<file path="config.mk">
export PLATFORM = sky130hd
export DESIGN_NAME = mem_wr_arbiter
export DESIGN_NICKNAME = d
export VERILOG_FILES = /design/src/rtl/mem_wr_arbiter.sv
export SDC_FILE = /design/constraint.sdc
export NUM_CORES = 1
export LEC_CHECK = 0
export ABC_CLOCK_PERIOD_IN_PS = 1900
export BUFFER_PORTS_ARGS = -buffer_cell sky130_fd_sc_hd__buf_2
export CAP_MARGIN = 20
export CORE_ASPECT_RATIO = 1.5
export CORE_MARGIN = 8
export CORE_UTILIZATION = 41
export DETAILED_ROUTE_END_ITERATION = 8
export MAX_ROUTING_LAYER = met4
export PLACE_DENSITY_LB_ADDON = 0.12
export SLEW_MARGIN = 20
export SYNTH_ARGS = -nofsm -noshare
export SYNTH_HDL_FRONTEND = slang
export SYNTH_SLANG_ARGS = --single-unit
</file>
<file path="constraint.sdc">
create_clock -name clk -period 1.9 [get_ports clk]
set_input_delay 0.095 -clock clk [delete_from_list [all_inputs] [get_ports clk]]
set_output_delay 0.095 -clock clk [all_outputs]
set_load 0.02 [all_outputs]
</file>
<file path="src/rtl/mem_wr_arbiter.sv">
// rtl/mem_wr_arbiter.sv - arbitrates loader bursts and core stores onto one register-bank write port
module mem_wr_arbiter #(
    parameter int REG_WIDTH  = 32,
    parameter int NUM_MEM    = 5,
    parameter int MEM_SELECT = $clog2(NUM_MEM),
    parameter int BURST_MAX  = 4
) (
    input  logic                  clk,
    input  logic                  rst_n,
    input  logic                  i_ld_valid,
    output logic                  o_ld_ready,
    input  logic [MEM_SELECT-1:0] i_ld_select,
    input  logic [REG_WIDTH-1:0]  i_ld_word,
    input  logic                  i_ld_last,
    input  logic                  i_core_valid,
    output logic                  o_core_ready,
    input  logic [MEM_SELECT-1:0] i_core_select,
    input  logic [REG_WIDTH-1:0]  i_core_word,
    output logic                  o_write_enable,
    output logic [MEM_SELECT-1:0] o_write_select,
    output logic [REG_WIDTH-1:0]  o_write_data,
    output logic                  o_ld_owner,
    output logic                  o_err_addr
);
    localparam int CNT_W = $clog2(BURST_MAX + 1);
    localparam logic [MEM_SELECT:0] MEM_LIMIT = (MEM_SELECT + 1)'(NUM_MEM);
    localparam logic [CNT_W-1:0]    LAST_BEAT = CNT_W'(BURST_MAX - 1);

    typedef enum logic [1:0] {
        S_IDLE,
        S_LOADER,
        S_CORE
    } state_t;

    state_t                state;
    logic                  last_grant_core;
    logic [CNT_W-1:0]      beat_cnt;

    logic                  ld_xfer;
    logic                  core_xfer;
    logic                  xfer;
    logic                  burst_end;
    logic                  in_range;
    logic [MEM_SELECT-1:0] xfer_select;
    logic [REG_WIDTH-1:0]  xfer_word;

    // Readies come straight from the state register, never from valid.
    assign o_ld_ready   = (state == S_LOADER);
    assign o_core_ready = (state == S_CORE);
    assign o_ld_owner   = (state == S_LOADER);

    assign ld_xfer     = i_ld_valid && (state == S_LOADER);
    assign core_xfer   = i_core_valid && (state == S_CORE);
    assign xfer        = ld_xfer || core_xfer;
    assign burst_end   = ld_xfer && (i_ld_last || (beat_cnt == LAST_BEAT));
    assign xfer_select = ld_xfer ? i_ld_select : i_core_select;
    assign xfer_word   = ld_xfer ? i_ld_word : i_core_word;
    assign in_range    = ({1'b0, xfer_select} < MEM_LIMIT);

    always_ff @(posedge clk or negedge rst_n) begin
        if (!rst_n) begin
            state           <= S_IDLE;
            last_grant_core <= 1'b0;
            beat_cnt        <= '0;
            o_write_enable  <= 1'b0;
            o_write_select  <= '0;
            o_write_data    <= '0;
            o_err_addr      <= 1'b0;
        end else begin
            o_write_enable <= xfer && in_range;
            if (xfer && in_range) begin
                o_write_select <= xfer_select;
                o_write_data   <= xfer_word;
            end
            if (xfer && !in_range) begin
                o_err_addr <= 1'b1;
            end

            case (state)
                S_IDLE: begin
                    // On a tie, grant whoever did not own the port last.
                    if (i_ld_valid && (!i_core_valid || last_grant_core)) begin
                        state           <= S_LOADER;
                        last_grant_core <= 1'b0;
                        beat_cnt        <= '0;
                    end else if (i_core_valid) begin
                        state           <= S_CORE;
                        last_grant_core <= 1'b1;
                    end
                end
                S_LOADER: begin
                    if (ld_xfer) begin
                        if (burst_end) begin
                            beat_cnt <= '0;
                            if (i_core_valid) begin
                                state           <= S_CORE;
                                last_grant_core <= 1'b1;
                            end else if (!i_ld_valid) begin
                                state <= S_IDLE;
                            end
                        end else begin
                            beat_cnt <= beat_cnt + CNT_W'(1);
                        end
                    end else if (i_core_valid) begin
                        state           <= S_CORE;
                        last_grant_core <= 1'b1;
                        beat_cnt        <= '0;
                    end
                end
                S_CORE: begin
                    if (i_ld_valid) begin
                        state           <= S_LOADER;
                        last_grant_core <= 1'b0;
                        beat_cnt        <= '0;
                    end else if (!i_core_valid) begin
                        state <= S_IDLE;
                    end
                end
                default: begin
                    state <= S_IDLE;
                end
            endcase
        end
    end
endmodule

</file>
==> results.md, run 1 <==
* Max Clock Freq at 533.9 MHz
* Fin. Hold Viols at 0
* # setup viols final at 0
* Synth Warn # at 0
* Final WS setup at 0.02685 ns
* Site Rows at 33
* H-tree levels at 2
* Worst hold margin at 0.1570 ns
* Routed Antenna Nets at 0
* Tightest Pin Transition at 0.3814 ns
* Mapped Cells at 172
* Clock Path Buffers at 2
* Leakage at 1.602 nW
* DRT iter0 DRCs at 90
* Register clock-pin slew on the reported worst setup and hold paths at 0.08 ns
* Core region area at 5450 sq um
* CP max FO at 9
* Worst Path Required at 2.08 ns
* Diodes inserted at 0
* I/O Buffers at 114
* Seq cells post-synth at 43
* Worst hold stages at 3
* Setup crit start kind: flip-flop
* Global Route Usage Sum at 14.81%
* Syn-to-layout area delta at 38.09%
* Nets at 382
* Dpl ws at 0.02622 ns
* Initial antenna violation count at 0
* GRT overflow at 0
* Postcts setup bufs at 0
* Syn_area_per_cell at 13.46 sq um
* Worst setup EP type: flip-flop
* Unique masters post-synth at 28
* Final GP Congestion at 0.7248
* Status: completed
* Most common cell after layout, fill and taps aside: buf_2
* Detailed Route WL at 5884 microns
* Hold Path Class: in -> reg
* Chip height at 108.1 microns
* RSZ-0062 raised after global routing: yes
* DR pass1 iterations at 4
* First-pass GRT wire length at 9742 microns
* Final Cycle Share at 98.59%
* Maximum VDD drop at 0.7543 mV
* Drt drc at 0
* Initial Utilization at 42.49%
* Synth Net Count at 253
* Hold Crit Endpoint: o_write_data[28]
* Post-Syn Area at 2316 sq um
* Depth of the most critical reg-to-reg path at 7
* RR Endpoint: o_write_data[11]
* Routed wire per std cell at 15.86 microns
* Worst setup path class: reg -> reg
* Vias in the first global route at 2089
* Max Cap Viol at 0
* Clk Latency, worst-skew pair at 0.29 ns
* Crit path arrival time at 2.05 ns
* Largest net degree at the start of global routing at 31
* Most frequent cells in the layout: buf_2 (114), mux2_2 (51), dfrtp_1 (43)
* Via count at 1846
* Ratio of cells with drive above 1 in the final layout at 69.44%
* CTS sink cnt at 43
* R2R Setup Slk at 0.03 ns
* Min Tclk post-route at 1.873 ns
* CTS tree: yes
* Slew Limit Fails at 0
* Area of the die at 8359 sq um
* Crit path from: state[1]
* Ports at 115
* R2R Path Start: state[1]
* Total CTS buffers at 5
* Clock Skew at 0.006631 ns
* Rel. slew slack at 74.57%
* Die Wd at 77.37 microns
* Seq/Total Area, Yosys at 46.46%
* Pwr/cell area at 1508 nW/um^2
* HPWL Detailed at 4668 microns
* Fill count at 520
* CTS Root Cell: clkbuf_8
* Via density per instance at 4.976
* Hold Startpoint: i_core_word[28]
metrics by stage:
step	TNS [ns]	utilization [%]	instances	cell area (sq um)	power, mW
floorplan	-3.012	-	172	2328	3.248
global placement	0	56.04	363	3054	4.077
detailed placement	0	56.04	363	3054	4.114
CTS	0	58.10	371	3167	4.822
global route	-1.135	58.68	371	3198	5.148
finish	0	58.68	371	3198	4.822
synthesized netlist by cell type (all sizes together):
cell	instances	share of area [%]
o21bai	1	0.32
o21ai	3	0.65
o22a	2	0.76
o31ai	1	0.32
a211oi	2	0.65
nor2	4	0.65
a21oi	5	1.6
inv	7	1.1
ha	6	3.2
a32o	1	0.43
nor3	3	0.65
a221oi	1	0.38
a22oi	1	0.32
mux2i	5	2.2
dfrtp	43	46
nand2b	2	0.54
and4bb	1	0.54
mux2	69	35
nand2	6	1.3
buf	5	2.0
nor2b	1	0.27
clkbuf	3	0.49
worst max-delay path, stage by stage, from the launching register on:
cell	delay (ns)
dfrtp_1	0.39
inv_2	0.08
ha_4	0.14
nand2_4	0.06
mux2_4	0.33
a21oi_4	0.20
buf_4	0.22
mux2_2	0.35
final cells by class:
cell class                      count  area (sq um)  area share, %
Tap cell                           70         87.58          2.739
Timing Repair Buffer              130         705.7          22.07
Clock buffer                        6         72.57          2.269
Inverter                            7         26.28         0.8216
Multi-Input combinational cell    114          1200          37.52
Clock inverter                      1         30.03         0.9390
Sequential cell                    43          1076          33.65
sequential cells by signal, indices dropped and copies added, names as in the netlist:
signal	flops
o_err_addr	1
o_write_select	3
beat_cnt	3
state	2
o_write_data	32
last_grant_core	1
o_write_enable	1
report_power, final:
part           switching [mW]  leakage, nW  total [mW]  internal, mW
registers               0.206        0.517        1.55          1.35
logic                    1.32         1.03        2.58          1.26
clock network           0.302       0.0513       0.688         0.386
total                    1.83         1.60        4.82          2.99
layer usage:
layer  up-vias  track usage, %  wire length (microns)
li1        871               -                      -
met1       886           15.70                   2382
met2        82           24.65                   2903
met3         7           5.648                    503
met4         0           5.285                     95
met5         -               -                      0
worst max-delay path by stage:
| stage | depth (start not counted) | to |
|---|---|---|
| global route | 7 | o_write_data[8] |
| floorplan | 7 | o_write_data[0] |
| CTS | 7 | o_write_data[11] |
| detailed placement | 7 | o_write_data[11] |
| finish | 7 | o_write_data[11] |
| global placement | 7 | o_write_select[1] |
timing repair:
action | 4_1_cts | 5_1_grt
resized for setup | 0 | 8
setup endpoints to repair | 0 | 33
endpoints found under the hold margin | 13 | 0
hold buffers | 1 | 0
kinds of logic after synthesis:
| logic type | count (synthesis) | share of synthesized area, % |
|---|---|---|
| multiplexers | 74 | 37.33 |
| flip-flops | 43 | 46.46 |
| AO/OA/AOI/OAI | 17 | 5.403 |
| AND/OR/NAND/NOR | 17 | 3.943 |
| buffers and inverters | 15 | 3.620 |
| adder cells (fa/ha/maj) | 6 | 3.241 |
(Power assumes the default switching activity.)
==> run 2, diff against run 1 <==
==> config.mk (replaced) <==
export PLATFORM = sky130hd
export DESIGN_NAME = mem_wr_arbiter
export DESIGN_NICKNAME = d
export VERILOG_FILES = /design/src/rtl/mem_wr_arbiter.sv
export SDC_FILE = /design/constraint.sdc
export NUM_CORES = 1
export LEC_CHECK = 0
export ABC_CLOCK_PERIOD_IN_PS = 2100
export BUFFER_PORTS_ARGS = -buffer_cell sky130_fd_sc_hd__buf_2
export CAP_MARGIN = 20
export CORE_ASPECT_RATIO = 1.5
export CORE_MARGIN = 8
export CORE_UTILIZATION = 46
export DETAILED_ROUTE_END_ITERATION = 8
export MAX_ROUTING_LAYER = met4
export PLACE_DENSITY_LB_ADDON = 0.12
export SYNTH_ARGS = -nofsm -noshare
export SYNTH_HDL_FRONTEND = slang
export SYNTH_SLANG_ARGS = --single-unit
==> constraint.sdc (replaced) <==
create_clock -name clk -period 2.1 [get_ports clk]
set_input_delay 0.105 -clock clk [delete_from_list [all_inputs] [get_ports clk]]
set_output_delay 0.105 -clock clk [all_outputs]
set_load 0.02 [all_outputs]
==> results.md, run 2 (same netlist as run 1, synthesis figures left out) <==
* Status: completed
* Chip height at 102.9 microns
* Net switching power at 1.622 mW
* Syn-to-layout area delta at 34.90%
* R2R Path Start: state[1]
* Final Cycle Share at 93.19%
* CP max FO at 32
* Leakage at 1.553 nW
* Switching share of total power at 38.28%
* Detailed Route WL at 5611 microns
* Most common cell after layout, fill and taps aside: buf_2
* Clock network power share at 14.5%
* Min Tclk post-route at 1.957 ns
* Setup crit start kind: flip-flop
* Diodes inserted at 0
* Crit path arrival time at 2.14 ns
* Worst hold stages at 3
* Initial Utilization at 47.77%
* Nets at 377
* Initial antenna violation count at 0
* Final GP Congestion at 0.8617
* Comb power frac at 52.0%
* CTS tree: yes
* Die Wd at 73.94 microns
* Ratio of cells with drive above 1 in the final layout at 68.24%
* Biggest regs: o_write_data (32), beat_cnt (3), o_write_select (3)
* Rel. slew slack at 74.28%
* HPWL Detailed at 4592 microns
* Slew Limit Fails at 0
* Area of the multi-input gates at 1169 sq um
* Routed wire per std cell at 15.50 microns
* Top reg by flops: o_write_data
* Max Clock Freq at 511.0 MHz
* Worst hold margin at 0.1684 ns
* Largest net degree at the start of global routing at 33
* Crit path from: state[1]
* Worst setup path class: reg -> reg
* Tightest Pin Transition at 0.3751 ns
* Via count at 1800
* # setup viols final at 0
* CTS sink cnt at 43
* Depth of the most critical reg-to-reg path at 7
* Pint at 2.615 mW
* Most frequent cells in the layout: buf_2 (114), mux2_2 (58), dfrtp_1 (43)
* Total power draw at 4.238 mW
* Worst Path Required at 2.28 ns
* CTS Root Cell: clkbuf_8
* Dpl ws at 0.1540 ns
* Final WS setup at 0.1429 ns
* Maximum VDD drop at 0.7572 mV
* Hold Startpoint: i_ld_word[17]
* Clk Latency, worst-skew pair at 0.29 ns
* H-tree levels at 2
* Fin. Hold Viols at 0
* Hold Path Class: in -> reg
* First-pass GRT wire length at 9377 microns
* Final Util at 64.44%
* Max FFs per register at 32
* Max Cap Viol at 0
* GRT overflow at 0
* Via density per instance at 4.972
* TNS Setup at 0 ns
* Site Rows at 31
* Routed Antenna Nets at 0
* Global Route Usage Sum at 16.18%
* Clock Path Buffers at 2
* Pwr/cell area at 1356 nW/um^2
* I/O Buffers at 114
* Reg area at 1076 sq um
* Register clock-pin slew on the reported worst setup and hold paths at 0.08 ns
* RSZ-0062 raised after global routing: no
* Drt drc at 0
* Area of the die at 7608 sq um
* DRT iter0 DRCs at 54
* Worst setup EP type: flip-flop
* Fill count at 427
* Clock Skew at 0.002679 ns
* Vias in the first global route at 2037
* Core region area at 4848 sq um
* Ports at 115
* Reg power frac at 33.5%
* DR pass1 iterations at 4
* Total CTS buffers at 5
[run 2: cell types whose count changed in the layout (fill, tap and decap cells not counted), sizes merged]
cell / before / now
buf: 129 / 124
[run 2: worst max-delay path, stage by stage, from the launching register on]
cell and delay [ns]:
dfrtp_1 0.42, inv_1 0.12, ha_4 0.15, nand2_4 0.06, mux2_4 0.33, a21oi_4 0.16, buf_12 0.23, mux2_2 0.36
[run 2: final timing paths]
check / slack, ns / to
max in group asynchronous: 1.33 / o_err_addr
hold reg to reg: 0.47 / o_err_addr
min in group asynchronous: 0.23 / o_write_data[22]
setup reg to reg: 0.14 / o_write_data[7]
setup / recovery: 0.14 / o_write_data[7]
hold / removal: 0.17 / o_write_data[17]
[run 2: timing repair]
action	CTS	global route
setup buffers	0	0
gates resized for setup	0	0
endpoints found under the hold margin	12	0
hold buffers	1	0
endpoints found under the setup margin	0	0
[run 2: final cells by class]
| type | count | area share (%) |
|---|---|---|
| Inverter | 7 | 0.8410 |
| Sequential cell | 43 | 34.44 |
| Multi-Input combinational cell | 114 | 37.40 |
| Timing Repair Buffer | 125 | 21.39 |
| Clock inverter | 1 | 0.9612 |
| Tap cell | 66 | 2.643 |
| Clock buffer | 6 | 2.323 |
[run 2: metal layers]
metal,wire length [microns],global-route usage [%]
met1,2305,18.49
met3,390,4.284
met5,0,-
met2,2866,26.83
met4,49,4.791
[run 2: through the flow]
| step | cells | instance area, sq um |
|---|---|---|
| after floorplan | 172 | 2328 |
| after CTS | 362 | 3124 |
| after detailed placement | 354 | 3012 |
| after global placement | 354 | 3012 |
| final | 362 | 3124 |
| after global routing | 362 | 3124 |
[run 2: power groups by stage]
stage / combinational [mW] / sequential, mW / clock [mW]
finish: 2.20 / 1.42 / 0.615
global route: 2.37 / 1.48 / 0.662
CTS: 2.25 / 1.43 / 0.635
detailed placement: 2.25 / 1.43 / 0
global placement: 2.22 / 1.42 / 0
floorplan: 1.07 / 1.87 / 0
